===== config.mk =====
export PLATFORM = sky130hd
export DESIGN_NAME = run_launcher
export DESIGN_NICKNAME = d
export VERILOG_FILES = /design/src/rtl/run_launcher_pkg.sv /design/src/rtl/run_launcher_addr_fifo.sv /design/src/rtl/run_launcher.sv
export SDC_FILE = /design/constraint.sdc
export NUM_CORES = 1
export LEC_CHECK = 0
export BUFFER_PORTS_ARGS = -buffer_cell sky130_fd_sc_hd__buf_2
export CORE_MARGIN = 4
export CORE_UTILIZATION = 47
export DETAILED_ROUTE_END_ITERATION = 7
export GPL_ROUTABILITY_DRIVEN = 0
export PLACE_DENSITY = 0.67
export SYNTH_ARGS = -nofsm -noshare
export SYNTH_HDL_FRONTEND = slang
export SYNTH_SLANG_ARGS = --single-unit

===== constraint.sdc =====
create_clock -name clock_i -period 4.3 [get_ports clock_i]
set_input_delay 0.86 -clock clock_i [delete_from_list [all_inputs] [get_ports clock_i]]
set_output_delay 0.86 -clock clock_i [all_outputs]
set_load 0.005 [all_outputs]

===== src/rtl/run_launcher_pkg.sv =====
// Shared types and default widths for the run launcher.
// Optional watchdog feature is controlled by the RUN_WATCHDOG_EN macro.
package run_launcher_pkg;

    localparam int DEF_ADDR_W     = 8;
    localparam int DEF_CNT_W      = 15;
    localparam int DEF_QDEPTH     = 4;
    localparam int DEF_MAX_CYCLES = 20000;

    localparam logic [DEF_CNT_W-1:0] CNT_SAT = '1;

    typedef enum logic [1:0] {
        IDLE,
        LAUNCH,
        WAIT,
        REPORT
    } run_state_t;

endpackage


===== src/rtl/run_launcher_addr_fifo.sv =====
// Start-address queue for the run launcher.
// Ready comes from the registered occupancy, so a push is refused at full even when a pop happens that cycle.
module run_addr_fifo #(
    parameter int W     = 8,
    parameter int DEPTH = 4
) (
    input  logic         clock_i,
    input  logic         reset_n_i,
    input  logic         push,
    input  logic [W-1:0] push_data,
    output logic         ready,
    input  logic         pop,
    output logic [W-1:0] pop_data,
    output logic         empty
);

    localparam int PW = $clog2(DEPTH);

    logic [W-1:0]  mem [DEPTH];
    logic [PW-1:0] wr_ptr;
    logic [PW-1:0] rd_ptr;
    logic [PW:0]   count;
    logic [PW:0]   count_next;
    logic          push_ok;
    logic          pop_ok;

    assign empty    = (count == '0);
    assign push_ok  = push && ready;
    assign pop_ok   = pop && !empty;
    assign pop_data = mem[rd_ptr];

    always_comb begin
        count_next = count + (PW+1)'(push_ok) - (PW+1)'(pop_ok);
    end

    // Pointers wrap naturally because DEPTH is a power of two.
    always_ff @(posedge clock_i or negedge reset_n_i) begin
        if (!reset_n_i) begin
            wr_ptr <= '0;
            rd_ptr <= '0;
            count  <= '0;
            ready  <= 1'b0;
        end else begin
            if (push_ok) wr_ptr <= wr_ptr + 1'b1;
            if (pop_ok)  rd_ptr <= rd_ptr + 1'b1;
            count <= count_next;
            ready <= (count_next != (PW+1)'(DEPTH));
        end
    end

    always_ff @(posedge clock_i) begin
        if (push_ok) mem[wr_ptr] <= push_data;
    end

endmodule


===== src/rtl/run_launcher.sv =====
// Queues program start addresses, launches one processor run at a time and reports {addr, cycles}.
// Define RUN_WATCHDOG_EN to abort runs that exceed MAX_CYCLES.
module run_launcher
    import run_launcher_pkg::*;
#(
    parameter int ADDR_W = DEF_ADDR_W,
    parameter int CNT_W  = DEF_CNT_W,
    parameter int QDEPTH = DEF_QDEPTH
`ifdef RUN_WATCHDOG_EN
    ,
    parameter int MAX_CYCLES = DEF_MAX_CYCLES
`endif
) (
    input  logic              clock_i,
    input  logic              reset_n_i,
    input  logic              req_valid_i,
    input  logic [ADDR_W-1:0] req_addr_i,
    output logic              req_ready_o,
    output logic              start_o,
    output logic [ADDR_W-1:0] start_addr_o,
    input  logic              done_i,
    output logic              busy_o,
    output logic              res_valid_o,
    input  logic              res_ready_i,
    output logic [ADDR_W-1:0] res_addr_o,
    output logic [CNT_W-1:0]  res_cycles_o,
    output logic              res_timeout_o
);

    localparam logic [CNT_W-1:0] CNT_MAX = '1;

    run_state_t        state;
    run_state_t        state_next;
    logic              pop;
    logic              empty;
    logic [ADDR_W-1:0] pop_data;
    logic [ADDR_W-1:0] launch_addr_q;
    logic [CNT_W-1:0]  count_q;
    logic [CNT_W-1:0]  count_inc;
    logic              wd_hit;
    logic [ADDR_W-1:0] res_addr_q;
    logic [CNT_W-1:0]  res_cycles_q;
    logic              res_timeout_q;

    run_addr_fifo #(
        .W     (ADDR_W),
        .DEPTH (QDEPTH)
    ) u_fifo (
        .clock_i   (clock_i),
        .reset_n_i (reset_n_i),
        .push      (req_valid_i),
        .push_data (req_addr_i),
        .ready     (req_ready_o),
        .pop       (pop),
        .pop_data  (pop_data),
        .empty     (empty)
    );

    assign count_inc = (count_q == CNT_MAX) ? count_q : count_q + 1'b1;

`ifdef RUN_WATCHDOG_EN
    // A done in the same cycle as the limit wins over the timeout.
    assign wd_hit = (int'(count_inc) == MAX_CYCLES) && !done_i;
`else
    assign wd_hit = 1'b0;
`endif

    always_comb begin
        state_next = state;
        pop        = 1'b0;
        case (state)
            IDLE: begin
                if (!empty) begin
                    pop        = 1'b1;
                    state_next = LAUNCH;
                end
            end
            LAUNCH: state_next = WAIT;
            WAIT: begin
                if (done_i || wd_hit) state_next = REPORT;
            end
            REPORT: begin
                if (res_ready_i) state_next = IDLE;
            end
            default: state_next = IDLE;
        endcase
    end

    always_ff @(posedge clock_i or negedge reset_n_i) begin
        if (!reset_n_i) begin
            state         <= IDLE;
            launch_addr_q <= '0;
            count_q       <= '0;
            res_addr_q    <= '0;
            res_cycles_q  <= '0;
            res_timeout_q <= 1'b0;
        end else begin
            state <= state_next;
            if (pop) launch_addr_q <= pop_data;
            if (state == LAUNCH) count_q <= '0;
            if (state == WAIT) begin
                count_q <= count_inc;
                if (state_next == REPORT) begin
                    res_addr_q    <= launch_addr_q;
                    res_cycles_q  <= count_inc;
                    res_timeout_q <= wd_hit;
                end
            end
        end
    end

    assign start_o       = (state == LAUNCH);
    assign start_addr_o  = start_o ? launch_addr_q : '0;
    assign busy_o        = (state == LAUNCH) || (state == WAIT);
    assign res_valid_o   = (state == REPORT);
    assign res_addr_o    = res_addr_q;
    assign res_cycles_o  = res_cycles_q;
    assign res_timeout_o = res_timeout_q;

endmodule

# [Word level (Yosys, flattened, before mapping)]
# Memories as Yosys holds them, arrays and structs flattened. A register that Yosys moved wholly into a read port is not among the register bits.
# Index checks and enable logic that the tools add are counted.
[totals] mem_bits_rw=32 inputBits=13 out_inout_bits=36 word_cells=41 reg_bits=48 memories=1
[mem_list] memory="u_fifo.mem" words=4 word_bits=8 read_ports=1 rd_ports_with_merged_regs=1 wr=1 line_no="run_launcher_addr_fifo.sv:19" text="logic [W-1:0] mem [DEPTH];"
[op_classes] n_eq_ne=6 n_reduce_logical=9 mux=12 addsub=5
[op_table] cell="$mux W15" count=3
[op_table] cell="$add A15 B1 Y15 const B" count=1
[op_table] cell="$eq A15 B15 Y1 const B" count=1
[op_table] cell="$mux W8" count=1
[op_table] cell="$pmux W2 S4" count=1
[op_table] cell="$eq A2 B2 Y1 const B" count=3
[op_table] cell="$mux W2" count=3
[op_table] cell="$add A2 B1 Y2 const B" count=2
[op_table] cell="$mux W1" count=4
[op_table] cell="$add A3 B1 Y3" count=1
[op_table] cell="$logic_not A3 Y1" count=1
[op_table] cell="$ne A3 B3 Y1 const B" count=1
[op_table] cell="$sub A3 B1 Y3" count=1
[op_table] cell="$eq A2 B1 Y1 const B" count=1
[op_table] cell="$logic_and A1 B1 Y1" count=2
[op_table] cell="$logic_not A1 Y1" count=2
[op_table] cell="$logic_not A2 Y1" count=1
[op_table] cell="$reduce_and A2 Y1" count=1
[op_table] cell="$reduce_bool A2 Y1" count=1
[op_table] cell="$logic_or A1 B1 Y1" count=1

# [Longest topological paths before layout]
[logic_depth] depth_word=6 depth_mapped=11 mapped_depth_nobuf=11

# [By module]
# From an unflattened synthesis, not the netlist that was laid out.
[hier_totals] cells_unflattened=333 area_unflattened_um2=4185.3
[modules_own_cells] mod="run_launcher" instances=1 cells_each=255 area_per_inst_um2=2592.5
[modules_own_cells] mod="run_addr_fifo" instances=1 cells_each=78 area_per_inst_um2=1592.8

# [Worst setup path before layout]
# OpenSTA, ideal clock, no wires.
[synth_timing] path_type="reg2reg" startpoint="reg u_fifo.count[2]" endpoint="reg u_fifo.ready" setup_time_ns=0.125 t_required_ns=4.175 synth_period_minus_slack_ns=2.336 setup_slack_ns=1.964 path_stages_with_launch=11 arrival_ns=2.211 cell_sequence="dfrtp_1 > or3_4 > nand2_1 > inv_2 > ha_1 > inv_1 > ha_1 > fa_1 > xor2_1 > xnor2_1 > nand2_1"
[synth_between] elab_chain_len=6 word_cells_on_any_way=8 classes_between="add/sub: 2; eq/ne: 1; mux: 2; reduce/logical: 3"
[synth_lines] item="start: declaration" line_no="run_launcher_addr_fifo.sv:22" text="logic [PW:0] count;"
[synth_lines] item="start signal: assignment" line_no="run_launcher_addr_fifo.sv:46" text="count <= count_next;"
[synth_lines] item="$logic_not A3 Y1" line_no="run_launcher_addr_fifo.sv:27" text="assign empty = (count == '0);"
[synth_lines] item="$mux W1" line_no="run_launcher.sv:73" text="if (!empty) begin"
[synth_lines] item="$mux W1" line_no="run_launcher.sv:71" text="case (state)"
[synth_lines] item="via pop" line_no="run_launcher.sv:34" text="logic pop;"
[synth_lines] item="$logic_and A1 B1 Y1" line_no="run_launcher_addr_fifo.sv:29" text="assign pop_ok = pop && !empty;"
[synth_lines] item="$sub A3 B1 Y3" line_no="run_launcher_addr_fifo.sv:33" text="count_next = count + (PW+1)'(push_ok) - (PW+1)'(pop_ok);"
[synth_lines] item="via u_fifo.count_next[2]" line_no="run_launcher_addr_fifo.sv:23" text="logic [PW:0] count_next;"
[synth_lines] item="$ne A3 B3 Y1" line_no="run_launcher_addr_fifo.sv:47" text="ready <= (count_next != (PW+1)'(DEPTH));"
[synth_lines] item="end signal: assignment" line_no="run_launcher_addr_fifo.sv:47"
[synth_lines] item="end: declaration" line_no="run_launcher_addr_fifo.sv:11" text="output logic ready,"
# The timed path passes the listed nets, and every way through them passes these cells.
# A chain may end at the register's enable or synchronous reset.

# [Worst setup path after layout]
[layout_timing] startpoint="reg state[0]" endpoint="out busy_o"
[layout_between] elab_chain_len=2 word_cells_on_any_way=3 classes_between="eq/ne: 2; reduce/logical: 1"
[layout_lines] item="start: declaration" line_no="run_launcher.sv:32" text="run_state_t state;"
[layout_lines] item="start signal: assignment" line_no="run_launcher.sv:98" text="state <= state_next;"
[layout_lines] item="$eq A2 B1 Y1 or $eq A2 B2 Y1 (tied branches)" line_no="run_launcher.sv:114" text="assign busy_o = (state == LAUNCH) || (state == WAIT);"
[layout_lines] item="$logic_or A1 B1 Y1 (*)" line_no="run_launcher.sv:114"
[layout_lines] item="end: declaration" line_no="run_launcher.sv:22" text="output logic busy_o,"
# Every way passes the cells marked *; elsewhere a longest branch is shown, timed or not.

==> summary.md <==
The logs give 2,636 for the via count of the first global-routing pass and 343 for the synthesized instance count. The die covers 10,200 um2. Row generation in the floorplan step produced 33 rows. The share of post-route cells with drive strength above 1 was 0.229; the count of flip-flops with a built-in enable after synthesis was 32.

The worst hold path belongs to the class in -> async. The tree is rooted in a sky130_fd_sc_hd__clkbuf_8. The post-DP HPWL is 5630 um. In this design, the largest share of critical-path delay is due to adder cells. The area share of the largest cell type after synthesis was 0.345; the post-route DRC violation count was 0.

The critical path contains buffers and inverters numbering 2 combined. The adder and majority gate portion of the synthesized area was 0.0419; the actual slew at the worst max-slew pin was 906 ps. Number of sinks handled by clock tree synthesis: 88.

The kind of critical path is reg -> out. Remaining antenna violation count: 0. For this run, the number of Yosys warnings is 0. The routed length per instance works out to 16.0 um.

Number of port buffers: 47. 0 antenna diodes ended up in the layout. The DRC violation total after the first TritonRoute iteration was 137; the wire length of the first global-routing pass was 13,200 um. The net count of the finished layout is 414. The final critical-path share of the clock period was 0.642.

Async set-reset flop share out of synthesis: 0.636. The layout overhead on the synthesized area is 12.2%, and the standard cell area after detailed placement is 4350 um2. Walking the worst path, the cells encountered are inv_1 > ha_1 > buf_2.

Data arrives at the worst endpoint at 1900 ps. From left edge to right edge, the die measures 101 um. The worst setup path is captured at an output port. Worst stage delay on the critical path: 750 ps.

The pin count of the biggest net entering global routing was 39. Clock-pin slew was measured on the worst setup and hold paths at 90 ps. The starting density of the core was 0.489.

For this run, the leading register cell type out of synthesis is sky130_fd_sc_hd__dfrtp_1. Across the run, the number of max-cap violations was 0. For this design the static power due to leakage is 1.93 nW. For this design the ratio of total power to cell area is 627 nW/um2.

Dividing the detail-routed via count by the number of cells gives 5.41. Global routing finished with a remaining overflow of 0. The sum of routed wire length over all layers is 7950 um. The core region is 8300 um2. The top fanout value on the critical path is 24, and the via count of the routed design is 2,695. The nature of the critical path startpoint is a register.

The mux cell area share after synthesis was 0.0718. Hold repair after CTS inserted 0 buffers. Final period demand of the worst path: 2760 ps. Timing analysis after detailed placement gives a worst setup slack of 1670 ps. The post-synthesis simple-gate area fraction works out to 0.156. The logs give 0.169 for the overall global routing resource usage and 0.549 for the final cell utilization of the core. The first detailed-routing pass ran for 4 iterations.

Among all stages on the critical path, the largest delay is contributed by sky130_fd_sc_hd__ha_1. The clock tree synthesis step divided the H-tree into 3 levels. Setup violations remaining at the end of the flow were counted as 0.

The commonest cells after synthesis are sky130_fd_sc_hd__dfrtp_1, sky130_fd_sc_hd__nand2_1, sky130_fd_sc_hd__edfxtp_1, sky130_fd_sc_hd__o21ai_0, sky130_fd_sc_hd__nor2_1. The count of instances resized after the clock tree is built is 0. TritonCTS built the clock tree. By area, the combinational part of the netlist is dominated by simple AND/OR/NAND/NOR gates. Counting the buffers created by CTS gives 9. The leading area contributor after synthesis was sky130_fd_sc_hd__dfrtp_1. The post-synth net total was 369; the count of buffers added by post-CTS timing repair for setup was 0. The floorplan step set the die height to 101 um. The number of antenna violations at the first check in global routing was 0; the relative slew slack was 0.396. In this run the mean area of a mapped cell was 11.8 um2. Counting along the longest clock path gives a buffer depth of 2.

For this design the top-level I/O count stands at 49. Sorting the synthesized cells by area gives the leading types as sky130_fd_sc_hd__dfrtp_1, sky130_fd_sc_hd__edfxtp_1, sky130_fd_sc_hd__nand2_1. The portion of the post-synthesis area used by sequential elements was 0.582. The number of library cell types mapped by synthesis is 51. Slack of the critical path: 1540 ps.

Adding up every negative setup slack in the final design gives 0 ps. The logs give 0 for the final count of hold timing violations and 3440 ps for the required time at the endpoint of the critical path. For the final database, setup skew stands at 8.61 ps. The synthesized design contains 88 register bits. Final count of pins violating max slew: 0. The area share of xor/xnor cells in the synthesized design was 0.0216; the achievable frequency was 362 MHz.

With fillers left out, the area of the finished cells amounts to 4560 um2. The run finished with clean final reports. The library cell with the highest instance count after synthesis is sky130_fd_sc_hd__dfrtp_1. The share of the synthesized area in compound gates (AO/OA/AOI/OAI) is 0.0909.

The clock insertion delay at the later pin of the skew report is 360 ps, and the worst voltage drop across the vdd grid is 335 uV. The synthesized netlist occupies a cell area of 4060 um2. Setup repair after global routing left no endpoint under its margin.
[where the power goes]
part / switching, mW / internal, mW
clock: 0.319 / 0.280
sequential: 0.179 / 1.11
combinational: 0.504 / 0.464
[registers in the layout (all words and copies together), names as in the netlist]
name           cells
u_fifo.rd_ptr      2
launch_addr_q      8
count_q           15
res_cycles_o      15
u_fifo.count       3
state              2
u_fifo.wr_ptr      2
u_fifo.mem        32
res_addr_o         8
u_fifo.ready       1
[stage by stage]
| step | total power, mW | std cells | hold slack (ps) |
|---|---|---|---|
| 2_1_floorplan | 1.95 | 343 | 449 |
| 3_3_place_gp | 2.26 | 482 | 458 |
| 3_5_place_dp | 2.29 | 482 | 465 |
| 4_1_cts | 2.89 | 498 | 427 |
| 5_1_grt | 3.07 | 498 | 443 |
| 6_report | 2.86 | 498 | 417 |
[path summary, 6_finish.rpt]
path,slack [ps],start,cells past startpoint,to
max,1540,state[0],3,busy_o
min,420,reset_n_i,1,res_cycles_o[0]
max reg2reg,1670,state[0],7,res_cycles_o[6]
min reg2reg,480,res_cycles_o[11],2,res_cycles_o[11]
max in group asynchronous,3030,reset_n_i,2,state[1]
min in group clock_i,480,res_cycles_o[11],2,res_cycles_o[11]
[layout make-up]
class | count | area, um2
Timing Repair Buffer | 48 | 243
Fill cell | 709 | 3740
Clock inverter | 7 | 86.3
Clock buffer | 9 | 124
Tap cell | 105 | 131
Sequential cell | 88 | 2360
Multi-Input combinational cell | 227 | 1560
Inverter | 14 | 52.6
[cells in the final DEF, fill, tap and decap left out, types with 6 or more instances in the layout]
master	Yosys	final
sky130_fd_sc_hd__and2_1	10	10
sky130_fd_sc_hd__buf_2	3	47
sky130_fd_sc_hd__mux2_2	9	9
sky130_fd_sc_hd__nand3_1	13	13
sky130_fd_sc_hd__xnor2_1	7	7
sky130_fd_sc_hd__o311ai_0	6	6
sky130_fd_sc_hd__nand2b_1	9	9
sky130_fd_sc_hd__and3_1	11	11
sky130_fd_sc_hd__edfxtp_1	32	32
sky130_fd_sc_hd__nand2_1	53	53
sky130_fd_sc_hd__ha_1	12	12
sky130_fd_sc_hd__clkbuf_8	0	9
sky130_fd_sc_hd__mux4_2	8	8
sky130_fd_sc_hd__o21ai_0	20	20
sky130_fd_sc_hd__inv_1	13	13
sky130_fd_sc_hd__dfrtp_1	56	56
sky130_fd_sc_hd__nor2_1	17	17
sky130_fd_sc_hd__a21oi_1	11	11
[per-layer routing]
layer	GRT usage	wire length [um]	vias up
met5	0	0	-
met4	0.0552	89	0
met3	0.0464	394	6
met2	0.287	4080	63
met1	0.208	3390	1317
li1	-	-	1309
[cells by family (layout without fill, tap and decap cells)]
kind of cell	Yosys count	count (layout)
compound gates	56	56
xor+xnor	10	10
fa+ha+maj	13	13
buf+inv	28	78
flops	88	88
mux	18	18
other cells	1	1
simple gates	129	129
No activity file was read; power rests on OpenSTA's default activity.
